`src/rtl/uart_tx_buf.sv`:
```
// uart_tx_buf: 8N1 UART transmitter with a small input byte FIFO.
//
// Bytes arrive as single-cycle strobes (tx_data/tx_en) and are queued in a
// DEPTH-entry FIFO. A four-state framer (IDLE/START/DATA/STOP) pops the head
// and shifts it out LSB first, each bit held BIT_CYCLES = CLK_FREQ/BAUD cycles.
// When another byte is queued at the end of a stop bit, the next start bit
// follows with no idle gap.
//
// Ports:
//   sys_clk   in   system clock, rising edge
//   rst_n     in   asynchronous active-low reset
//   tx_data   in   [7:0] byte to send, sampled when tx_en=1
//   tx_en     in   one-cycle write strobe
//   tx        out  serial line, idle high, driven from a flop
//   busy      out  frame on the line or FIFO non-empty
//   fifo_full out  FIFO holds DEPTH bytes
//   overflow  out  one-cycle pulse after a write was dropped
module uart_tx_buf #(
  parameter int CLK_FREQ = 50_000_000,
  parameter int BAUD     = 9600,
  parameter int DEPTH    = 8
) (
  input  logic       sys_clk,
  input  logic       rst_n,
  input  logic [7:0] tx_data,
  input  logic       tx_en,
  output logic       tx,
  output logic       busy,
  output logic       fifo_full,
  output logic       overflow
);

  localparam int BIT_CYCLES = CLK_FREQ / BAUD;
  localparam int AW  = $clog2(DEPTH);
  localparam int CW  = AW + 1;
  localparam int BCW = $clog2(BIT_CYCLES);
  localparam logic [BCW-1:0] BAUD_LAST = BCW'(BIT_CYCLES - 1);
  localparam logic [CW-1:0]  FULL_CNT  = CW'(DEPTH);

  typedef enum logic [1:0] {
    IDLE  = 2'd0,
    START = 2'd1,
    DATA  = 2'd2,
    STOP  = 2'd3
  } state_t;

  logic [7:0]     mem_r [DEPTH];
  logic [AW-1:0]  wr_ptr_r;
  logic [AW-1:0]  rd_ptr_r;
  logic [CW-1:0]  count_r;
  logic [CW-1:0]  count_s;
  state_t         state_r;
  state_t         state_s;
  logic [BCW-1:0] baud_r;
  logic [BCW-1:0] baud_s;
  logic [2:0]     bit_idx_r;
  logic [2:0]     bit_idx_s;
  logic [7:0]     sh_r;
  logic           tx_r;
  logic           busy_r;
  logic           fifo_full_r;
  logic           overflow_r;

  logic           full_s;
  logic           push_s;
  logic           pop_s;
  logic           baud_last_s;
  logic           tx_s;
  logic           busy_s;
  logic           full_next_s;
  logic           overflow_s;

  // FIFO handshake: fullness is judged on the pre-edge occupancy, so a write
  // while full is dropped even if the framer pops in the same cycle.
  always_comb begin
    full_s      = (count_r == FULL_CNT);
    push_s      = tx_en & ~full_s;
    overflow_s  = tx_en & full_s;
    baud_last_s = (baud_r == BAUD_LAST);
  end

  // Framer next-state, pop request and next line level.
  always_comb begin
    state_s   = state_r;
    bit_idx_s = bit_idx_r;
    pop_s     = 1'b0;
    tx_s      = 1'b1;
    case (state_r)
      IDLE: begin
        tx_s = 1'b1;
        if (count_r != CW'(0)) begin
          pop_s   = 1'b1;
          state_s = START;
        end else begin
          state_s = IDLE;
        end
      end
      START: begin
        tx_s = 1'b0;
        if (baud_last_s) begin
          state_s   = DATA;
          bit_idx_s = 3'd0;
        end else begin
          state_s = START;
        end
      end
      DATA: begin
        tx_s = sh_r[bit_idx_r];
        if (baud_last_s) begin
          if (bit_idx_r == 3'd7) begin
            state_s = STOP;
          end else begin
            bit_idx_s = bit_idx_r + 3'd1;
          end
        end else begin
          state_s = DATA;
        end
      end
      STOP: begin
        tx_s = 1'b1;
        if (baud_last_s) begin
          // Chain straight into the next start bit when a byte is waiting.
          if (count_r != CW'(0)) begin
            pop_s   = 1'b1;
            state_s = START;
          end else begin
            state_s = IDLE;
          end
        end else begin
          state_s = STOP;
        end
      end
      default: begin
        state_s = IDLE;
        tx_s    = 1'b1;
      end
    endcase
  end

  // Baud counter: every state entry happens on a bit boundary or from IDLE,
  // so clearing on those two conditions restarts it at each entry.
  always_comb begin
    if (state_r == IDLE) begin
      baud_s = BCW'(0);
    end else if (baud_last_s) begin
      baud_s = BCW'(0);
    end else begin
      baud_s = baud_r + BCW'(1);
    end
  end

  // Occupancy update; a simultaneous push and pop leaves it unchanged.
  always_comb begin
    case ({push_s, pop_s})
      2'b10:   count_s = count_r + CW'(1);
      2'b01:   count_s = count_r - CW'(1);
      default: count_s = count_r;
    endcase
    busy_s      = (state_s != IDLE) || (count_s != CW'(0));
    full_next_s = (count_s == FULL_CNT);
  end

  // FIFO storage; contents need no reset because occupancy gates every read.
  always_ff @(posedge sys_clk) begin
    if (push_s) begin
      mem_r[wr_ptr_r] <= tx_data;
    end
  end

  // Control state, pointers, shift register and registered outputs.
  always_ff @(posedge sys_clk or negedge rst_n) begin
    if (!rst_n) begin
      state_r     <= IDLE;
      baud_r      <= BCW'(0);
      bit_idx_r   <= 3'd0;
      wr_ptr_r    <= AW'(0);
      rd_ptr_r    <= AW'(0);
      count_r     <= CW'(0);
      sh_r        <= 8'd0;
      tx_r        <= 1'b1;
      busy_r      <= 1'b0;
      fifo_full_r <= 1'b0;
      overflow_r  <= 1'b0;
    end else begin
      state_r     <= state_s;
      baud_r      <= baud_s;
      bit_idx_r   <= bit_idx_s;
      count_r     <= count_s;
      tx_r        <= tx_s;
      busy_r      <= busy_s;
      fifo_full_r <= full_next_s;
      overflow_r  <= overflow_s;
      if (push_s) begin
        wr_ptr_r <= wr_ptr_r + AW'(1);
      end
      if (pop_s) begin
        rd_ptr_r <= rd_ptr_r + AW'(1);
        sh_r     <= mem_r[rd_ptr_r];
      end
    end
  end

  assign tx        = tx_r;
  assign busy      = busy_r;
  assign fifo_full = fifo_full_r;
  assign overflow  = overflow_r;

endmodule
```
`config.mk`:
```
export PLATFORM = sky130hd
export DESIGN_NAME = uart_tx_buf
export DESIGN_NICKNAME = d
export VERILOG_FILES = /design/src/rtl/uart_tx_buf.sv
export SDC_FILE = /design/constraint.sdc
export NUM_CORES = 1
export LEC_CHECK = 0
export ABC_AREA = 1
export ABC_CLOCK_PERIOD_IN_PS = 2200
export BUFFER_PORTS_ARGS = -buffer_cell sky130_fd_sc_hd__buf_2
export CAP_MARGIN = 20
export CORE_MARGIN = 3
export CORE_UTILIZATION = 50
export CTS_CLUSTER_SIZE = 14
export DETAILED_ROUTE_END_ITERATION = 8
export GPL_ROUTABILITY_DRIVEN = 0
export GPL_TIMING_DRIVEN = 0
export PLACE_DENSITY = 0.67
export SLEW_MARGIN = 20
export SYNTH_ARGS = -nofsm -noshare
export SYNTH_HDL_FRONTEND = slang
export SYNTH_SLANG_ARGS = --single-unit
```
`constraint.sdc`:
```
create_clock -name sys_clk -period 2.2 [get_ports sys_clk]
set_input_delay 0.44 -clock sys_clk [delete_from_list [all_inputs] [get_ports sys_clk]]
set_output_delay 0.44 -clock sys_clk [all_outputs]
set_load 0.02 [all_outputs]
```
==> Word-level counts from Yosys, hierarchy flattened <==
Memories as Yosys holds them, arrays and structs flattened. A register that Yosys moved wholly into a read port is not among the register bits.
Cells that the tools add are included.
{ "op_classes": {"n_addsub": 6, "n_lt_le_gt_ge": 1, "n_eq_ne": 12, "n_mux": 21, "bitwise_logic": 3, "reduce_logical": 9} }
{ "op_table": {"columns": ["operator", "count"], "rows": [
  ["$mux W13", 2],
  ["$add A13 B1 Y13 const B", 1],
  ["$eq A13 B13 Y1 const B", 1],
  ["$add A3 B1 Y3 const B", 3],
  ["$mux W3", 3],
  ["$eq A4 B4 Y1 const B", 2],
  ["$mux W2", 4],
  ["$pmux W2 S4", 1],
  ["$pmux W4 S2", 1],
  ["$reduce_bool A4 Y1", 2],
  ["$eq A2 B2 Y1 const B", 3],
  ["$mux W1", 6],
  ["$ne A2 B2 Y1 const B", 3],
  ["$pmux W3 S2", 1],
  ["$add A4 B1 Y4 const B", 1],
  ["$eq A2 B1 Y1 const B", 2],
  ["$lt A3 B4 Y1 const B", 1],
  ["$reduce_and A4 Y1", 1],
  ["$reduce_bool A2 Y1", 2],
  ["$sub A4 B1 Y4 const B", 1],
  ["$bmux W1 S3", 1],
  ["$eq A3 B3 Y1 const B", 1],
  ["$pmux W1 S3", 1],
  ["$and A1 B1 Y1", 2],
  ["6 further kinds", 6]
]} }
{ "word_totals": {"ff_bits": 32, "ramBits": 64, "input_bits": 11, "output_inout_bits": 4, "word_cells": 63, "n_memories": 1} }
{ "mem_list": {"columns": ["memory", "words", "word_bits", "read_ports", "rd_ports_with_merged_regs", "write_ports", "line_no", "source"], "rows": [
  ["mem_r", 8, 8, 1, 1, 1, "47", "logic [7:0] mem_r [DEPTH];"]
]} }

==> Depth between registers and ports, before layout <==
Gate-level depths: netlist of run 1.
{ "depth": {"ltp_word": 8, "depth_mapped": 17, "depth_no_buf": 17} }

==> Least setup slack after synthesis of run 1 <==
Ideal clock, no wire load.
{ "synth_timing": {"path_kind": "register to register", "startpoint": "register state_r[0]", "endpoint": "register busy_r, in the netlist busy", "setup_time_ns": 0.118, "arrival_time_ns": 2.108, "t_required_ns": 2.082, "slack_ns": -0.026, "path_stages_with_launch": 16, "n_path_buf": 1, "path_cell_list": "dfrtp_1 > inv_1 > ha_1 > nor2_1 > nand2_1 > inv_1 > nand2_1 > inv_2 > buf_2 > ha_1 > inv_1 > o21ai_0 > nor2_1 > nand3_2 > nor2_1 > nand2_1"} }
{ "synth_via": {"elab_chain_cells": 6} }
{ "synth_rtl": {"columns": ["item", "line_no", "source"], "rows": [
  ["start, declared", "52", "state_t state_r;"],
  ["start signal, assigned", "185", "state_r <= state_s;"],
  ["$eq A2 B2 Y1 / $logic_not A2 Y1 (equally long branches)", "88", "case (state_r)"],
  ["$pmux W1 S2 (*)", "88", null],
  ["$eq A2 B1 Y1 / $eq A2 B2 Y1 (equally long branches)", "154", "case ({push_s, pop_s})"],
  ["$pmux W4 S2 (*)", "154", null],
  ["net count_s[1]", "51", "logic [CW-1:0] count_s;"],
  ["$reduce_bool A4 Y1 (*)", "159", "busy_s = (state_s != IDLE) || (count_s != CW'(0));"],
  ["$logic_or A1 B1 Y1 (*)", "159", null],
  ["net busy_s", "69", "logic busy_s;"],
  ["end signal, assigned", "190", "busy_r <= busy_s;"],
  ["end, declared", "60", "logic busy_r;"]
]} }
Mark *: on every way through the listed nets, which the timed path passes. The rest lies on a longest branch.
A chain may end at the register's enable or synchronous reset.

==> Worst setup path in the final report of run 1 <==
{ "layout_timing": {"startpoint": "register baud_r[1]", "endpoint": "register busy_r, in the netlist busy"} }
{ "layout_via": {"elab_chain_cells": 7} }
{ "layout_rtl": {"columns": ["item", "line_no", "source"], "rows": [
  ["start, declared", "54", "logic [BCW-1:0] baud_r;"],
  ["start signal, assigned", "186", "baud_r <= baud_s;"],
  ["$eq A13 B13 Y1 (*)", "79", "baud_last_s = (baud_r == BAUD_LAST);"],
  ["$mux W1 (*)", "121", "if (baud_last_s) begin"],
  ["$pmux W1 S2 (*)", "88", null],
  ["$eq A2 B1 Y1 / $eq A2 B2 Y1 (equally long branches)", "154", null],
  ["$pmux W4 S2 (*)", "154", null],
  ["net count_s[1]", "51", null],
  ["$reduce_bool A4 Y1 (*)", "159", null],
  ["$logic_or A1 B1 Y1 (*)", "159", null],
  ["net busy_s", "69", null]
]} }
Marked as above.

==> run_results.csv, run 1 <==
group,metric,value,unit
synthesis,synthesis.area,4520,sq um
timing,totalNegativeSetupSlack,0,ns
drt,firstDrtPassIters,4,
synthesis,synth_seq_cells,104,
synthesis,syn_nets,447,
final_layout,syn_to_final_growth,11.7,%
grt,antenna_violations_before_repair,0,
floorplanning,io_pins,15,
clocking,clkSlewWorstSetupHoldPaths,0.11,ns
clocking,clk_root_buffer_cell,"clkbuf_8",
floorplanning,initial_utilization,0.516,
drt,vias_per_cell,5.53,
power,design_power_total,4250,uW
grt,grtUsageMet1,0.238,
clocking,cts_made_buffers,9,
floorplanning,design.die.area,10200,sq um
timing,fmax,468,MHz
synthesis,yosysTopAreaCellShare,0.425,
timing,final-hold-violation-count,0,
grt,track_usage,0.189,
drt,detail_route.wl_per_cell,16.2,um
final_layout,nNetsFinal,480,
clocking,cts_hold_repair.buffers,0,
status,run_status,"finished clean",
placed_design,place.port_buffers,14,
power,powerDensity,841,nW/um^2
power,pwr-share-comb,0.150,
drt,vias,3153,
synthesis,synth.area.top_cells,"edfxtp_1 43%, dfrtp_1 22%, nor2_1 6.3%, nand2_1 5.0%, o21ai_0 4.5%",
power,pwr-share-clk,0.279,
job,drv.max_cap_violation_count,0,
timing,final_max_slew_viol_count,0,
timing,fin_crit_sh,0.971,
power,internal_power,2960,uW
worst_setup_path,cp-start-kind,"flop",
floorplanning,die_height,101,um
drt,drc,0,
worst_setup_path,path_max_fanout,5,
final_layout,diodes,0,
final_layout,layout.core_utilization,0.576,
power,power.leakage,0.00199,uW
power,sequentialPowerShare,0.572,
timing,finalHoldWorstSlack,0.189,ns
clocking,cts_tree,"built",
grt,global_route_track_usage_on_met2,0.320,
clocking,max-clock-path-buffers,2,
floorplanning,num_rows,34,
worst_setup_path,crit_required,2.47,ns
clocking,htree_num_levels,3,
grt,grt.met3_usage,0.0408,
grt,gr-max-usage-layer,"met2",
synthesis,synthesis.area_per_instance,10.7,sq um
timing,setup-violations-final,0,
synthesis,ys_warn_count,0,
clocking,clock_sink_count,104,
power,worst_ir_drop_vdd,0.442,mV
grt,grt_remaining_overflow,0,
final_layout,layout_cells_sized_above_1,0.169,
timing,grt_setup_unrepaired,"true",
placed_design,detailed_place_hpwl,6090,um
synthesis,post_synthesis_sequential_area_ratio,0.647,
worst_setup_path,path_class,"reg2reg",
grt,grt_pass1_wl,14700,um
min_path,timing.hold.worst.class,"in2async",
grt,grt_start_max_net_pins,41,
worst_setup_path,cp.arrival,2.41,ns
timing,timing.clock.skew,0.0210,ns
timing,period_needed,2.14,ns
drt,drt-total-wl,9260,um
worst_setup_path,timing.critical_path.to_type,"flop",
floorplanning,die_width,101,um
drt,antenna_violating_nets_post_route,0,
timing,worst_slew_pin_slew,0.893,ns
power,power.share.switching,0.303,
timing,timing.slew.headroom,0.405,
power,total_switching_power,1290,uW
synthesis,synthDistinctLibCells,34,
drt,drtIter0Drc,99,
grt,first_global_vias,3063,
clocking,worstSkewPairLatency,0.37,ns
synthesis,yosysTopAreaCell,"edfxtp_1",
floorplanning,core_region_area,8760,sq um
synthesis,synthCells,424,
==> cells in the final DEF, fill, tap and decap left out, types with 2 or more instances in the layout <==
cell type  Yosys  final
o211ai_1       2      2
o22ai_1       16     16
inv_1         32     28
nand2_4        1      2
nand4_1        4      4
inv_6          0      3
nor2_1        76     65
dfrtp_1       39     39
nor3_1         6      6
ha_2           0      2
a221oi_1       2      2
buf_1          2      2
inv_2          4      7
nand2_2        1      3
ha_1          12      9
nand2_1       60     57
clkbuf_1       7      7
nand3_1       12     12
buf_4          0      9
a32o_1         2      2
nor2_2         2     12
nand3_2        4      4
edfxtp_1      64     64
o21ai_0       41     40
xor2_1         7      7
a21oi_1        8      7
a31oi_1        8      8
inv_8          0      3
clkbuf_8       0      9
buf_2          3     16
==> cells in the mapped netlist <==
library cell / number
o21ai_0: 41
o21bai_1: 1
nor2_1: 76
o22ai_1: 16
clkinv_1: 1
nand2_4: 1
a32o_1: 2
clkbuf_1: 7
or2_2: 1
nand2_2: 1
inv_1: 32
dfrtp_1: 39
buf_1: 2
edfxtp_1: 64
nor3_1: 6
nor2_2: 2
o21a_1: 1
a21oi_1: 8
nor4_1: 1
a221oi_1: 2
nand3_2: 4
xnor2_1: 1
nand4_1: 4
nand3_1: 12
xor2_1: 7
o211ai_1: 2
o311ai_0: 1
buf_2: 3
a31oi_1: 8
nand2_1: 60
ha_1: 12
or2_1: 1
dfstp_2: 1
inv_2: 4
==> cells by family (layout without fill, tap and decap cells) <==
group / Yosys count / after routing / share of synthesized area
xor gates and xnor gates: 8 / 8 / 0.0155
and+or+nand+nor: 169 / 169 / 0.158
buffers and inverters: 49 / 87 / 0.0415
AOI/OAI and AO/OA: 82 / 82 / 0.104
adders and majority gates: 12 / 12 / 0.0332
DFF: 104 / 104 / 0.647
==> metal layers <==
metal | vias up | share of wire
met2 | 78 | 0.51
met4 | 0 | 0.014
met3 | 11 | 0.045
met1 | 1537 | 0.43
met5 | - | 0
li1 | 1527 | -
==> power by group through the flow <==
stage | Combinational (uW) | Sequential, uW | Clock, uW
after floorplan | 414 | 2450 | 0
after global placement | 577 | 2460 | 0
after detailed placement | 599 | 2470 | 0
after CTS | 612 | 2420 | 1200
final | 636 | 2430 | 1180
after global routing | 727 | 2450 | 1270
==> path summary, 6_finish.rpt <==
path | start | endpoint | slack, ns | cells past startpoint
min in group sys_clk | tx_en | overflow | 0.32 | 3
setup / recovery | baud_r[1] | busy | 0.06 | 15
hold / removal | rst_n | baud_r[10] | 0.19 | 1
max in group asynchronous | rst_n | overflow | 1.45 | 1
hold reg to reg | sh_r[4] | sh_r[4] | 0.55 | 2
setup reg to reg | baud_r[1] | busy | 0.06 | 15
==> flip-flops by register name, indices dropped and copies added, names as in the netlist <==
signal	count
busy	1
sh_r	8
count_r	4
rd_ptr_r	3
mem_r	64
state_r	2
wr_ptr_r	3
bit_idx_r	3
baud_r	13
fifo_full	1
tx	1
overflow	1
==> through the flow <==
stage	instances	worst slack (ns)	cell area (sq um)
finish	570	0.0636	5050
global route	570	-0.149	5050
CTS	564	-0.0612	4940
detailed placement	546	-0.272	4720
global placement	546	-0.286	4720
floorplan	424	0.0116	4520
==> timing repair <==
item / in CTS / in global routing
setup endpoints to repair: 26 / 45
resized for setup: 6 / 21
gates cloned: 0 / 0
pin swaps: 1 / 12
setup buffers: 3 / 6
endpoints found under the hold margin: 0 / 0
==> area by class of cell <==
| type | count | area (sq um) |
|---|---|---|
| flip-flops and latches | 104 | 2920 |
| fillers | 726 | 3720 |
| inverters | 37 | 141 |
| clock inverters | 7 | 65.1 |
| plain buffers | 11 | 43.8 |
| well taps | 108 | 135 |
| repair buffers | 23 | 138 |
| clock buffers | 9 | 124 |
| multi-input cells | 271 | 1480 |
==> critical path: stages (launching register included) <==
cell,delay (ns)
dfrtp_1,0.39
ha_2,0.21
nand2_4,0.07
nor2_4,0.09
nand3_2,0.12
nand2_4,0.12
nand4_1,0.12
nand2_1,0.12
inv_1,0.05
ha_1,0.26
nand2_1,0.07
o21ai_2,0.06
nor2_1,0.13
nand3_2,0.08
nor2_1,0.10
nand2_1,0.05
No activity file was read; power rests on OpenSTA's default activity.
==> run 2, diff against run 1 <==
CORE_ASPECT_RATIO = 0.5   (was unset)
SKIP_LAST_GASP = 1   (was unset)
==> run_results.csv, run 2 (synthesized netlist as in run 1, its figures left out) <==
group,metric,value,unit
drt,vias_per_cell,5.59,
drt,met3_wirelength,677,um
grt,antenna_violations_before_repair,0,
worst_setup_path,timing.critical_path.slowest_cell_delay,0.45,ns
power,pwr-share-comb,0.144,
timing,period_needed,2.19,ns
power,pwr-share-clk,0.338,
drt,m1WireLength,4440,um
power,sequentialPowerShare,0.518,
floorplanning,io_pins,15,
final_layout,layout.core_utilization,0.624,
grt,grt_remaining_overflow,0,
drt,vias,3225,
drt,detail_route.wl_per_cell,16.7,um
worst_setup_path,crit_required,2.44,ns
worst_setup_path,crit_path_cell_trace,"inv_2, ha_4, nor2_2, nand2_1, inv_2, nand4_1, nand2_2, inv_1, ha_4, nand2_1, o21ai_2, nor2_1, nand3_2, nor2_1, nand2_1",
placed_design,placedCellCount,550,
placed_design,place.port_buffers,14,
drt,drc,0,
grt,first_global_vias,3072,
power,worst_ir_drop_vdd,0.424,mV
timing,fmax,456,MHz
floorplanning,initial_utilization,0.540,
clocking,clk_root_buffer_cell,"clkbuf_16",
final_layout,syn_to_final_growth,15.7,%
worst_setup_path,critical_path.n_buffers_inverters,3,
worst_setup_path,timing.critical_path.to_type,"flop",
final_layout,layout_cells_sized_above_1,0.185,
worst_setup_path,cp-start-kind,"flop",
status,run_status,"finished clean",
clocking,clkSlewWorstSetupHoldPaths,0.06,ns
power,powerDensity,904,nW/um^2
power,power.share.switching,0.275,
floorplanning,design.die.area,10300,sq um
floorplanning,core_region_area,8370,sq um
worst_setup_path,path_class,"reg2reg",
final_layout,leading_cell_types_in_the_layout_fill_and_taps_excluded,"64 x nor2_1, 64 x edfxtp_1, 56 x nand2_1",
clocking,cts_made_buffers,9,
timing,worst_slew_pin_slew,0.878,ns
power,power.leakage,0.00204,uW
clocking,htree_num_levels,3,
final_layout,largest_register_ff_count,64,
final_layout,nNetsFinal,484,
worst_setup_path,cp_top_family,"simple AND/OR/NAND/NOR gates",
power,internal_power,3430,uW
power,total_switching_power,1300,uW
final_layout,diodes,0,
worst_setup_path,path_max_fanout,4,
clocking,clock_sink_count,104,
floorplanning,die_width,140,um
clocking,worstSkewPairLatency,0.35,ns
worst_setup_path,cp.arrival,2.43,ns
timing,totalNegativeSetupSlack,0,ns
worst_setup_path,critPathMostFrequentCell,"nand2_1",
drt,route.top_layer_used,"met4",
clocking,max-clock-path-buffers,2,
final_layout,final-instance-count-excl-fill,577,
power,design_power_total,4730,uW
timing,setup-violations-final,0,
timing,timing.clock.skew,0.00737,ns
drt,drt-total-wl,9610,um
timing,final-hold-violation-count,0,
placed_design,detailed_place_hpwl,6280,um
floorplanning,die_height,73.2,um
clocking,cts_tree,"built",
drt,drtIter0Drc,272,
floorplanning,num_rows,23,
timing,final_max_slew_viol_count,0,
drt,firstDrtPassIters,5,
job,drv.max_cap_violation_count,0,
timing,timing.slew.headroom,0.415,
timing,grt_setup_unrepaired,"true",
final_layout,max_flop_register,"mem_r",
final_layout,biggestRegsByFlops,"mem_r x64, baud_r x13, sh_r x8",
grt,track_usage,0.197,
drt,met2_routed_length,4320,um
worst_setup_path,critical_path.slowest_cell,"dfrtp_2",
grt,grt_start_max_net_pins,41,
grt,grt_pass1_wl,15400,um
timing,fin_crit_sh,0.998,
drt,antenna_violating_nets_post_route,0,
min_path,timing.hold.worst.class,"in2async",
==> run 2: timing repair <==
| action | 4_1_cts | 5_1_grt |
|---|---|---|
| pin swaps | 0 | 11 |
| setup buffers | 1 | 12 |
| hold buffers | 0 | 0 |
| endpoints found under the setup margin | 29 | 44 |
| resized for setup | 9 | 24 |
==> run 2: power groups by stage <==
stage / registers [uW] / logic (uW) / clock network (uW)
global placement: 2460 / 579 / 0
detailed placement: 2470 / 611 / 0
finish: 2450 / 683 / 1600
floorplan: 2450 / 414 / 0
CTS: 2430 / 623 / 1620
global route: 2460 / 780 / 1720
==> run 2: per-stage QoR <==
| stage | area [sq um] | setup WS (ns) | hold slack (ns) |
|---|---|---|---|
| floorplan | 4520 | 0.0116 | 0.144 |
| global placement | 4730 | -0.331 | 0.508 |
| detailed placement | 4730 | -0.348 | 0.526 |
| CTS | 5050 | -0.0937 | 0.244 |
| global route | 5230 | -0.201 | 0.296 |
| finish | 5230 | 0.00524 | 0.206 |
==> run 2: worst paths after layout <==
path                              from     endpoint  slack [ns]  cells after the start
setup reg to reg            state_r[0]         busy       0.005                     15
hold reg to reg            wr_ptr_r[0]  wr_ptr_r[0]        0.55                      2
max in group asynchronous        rst_n   state_r[1]        1.39                      1
hold / removal                   rst_n     overflow        0.21                      1
min in group sys_clk             tx_en     overflow        0.34                      3
setup / recovery            state_r[0]         busy       0.005                     15
==> run 2: layout make-up <==
cell class	count	area [sq um]
Clock buffer	10	229
Timing Repair Buffer	27	168
Sequential cell	104	2930
Multi-Input combinational cell	271	1510
Inverter	37	141
Clock inverter	5	66.3
Fill cell	646	3150
Tap cell	112	140
Buffer	11	43.8
==> run 2: routing by layer <==
metal | global-route usage | up-vias
met5 | 0 | -
met4 | 0.0752 | 0
met3 | 0.0628 | 21
met2 | 0.301 | 131
met1 | 0.269 | 1536
li1 | - | 1537
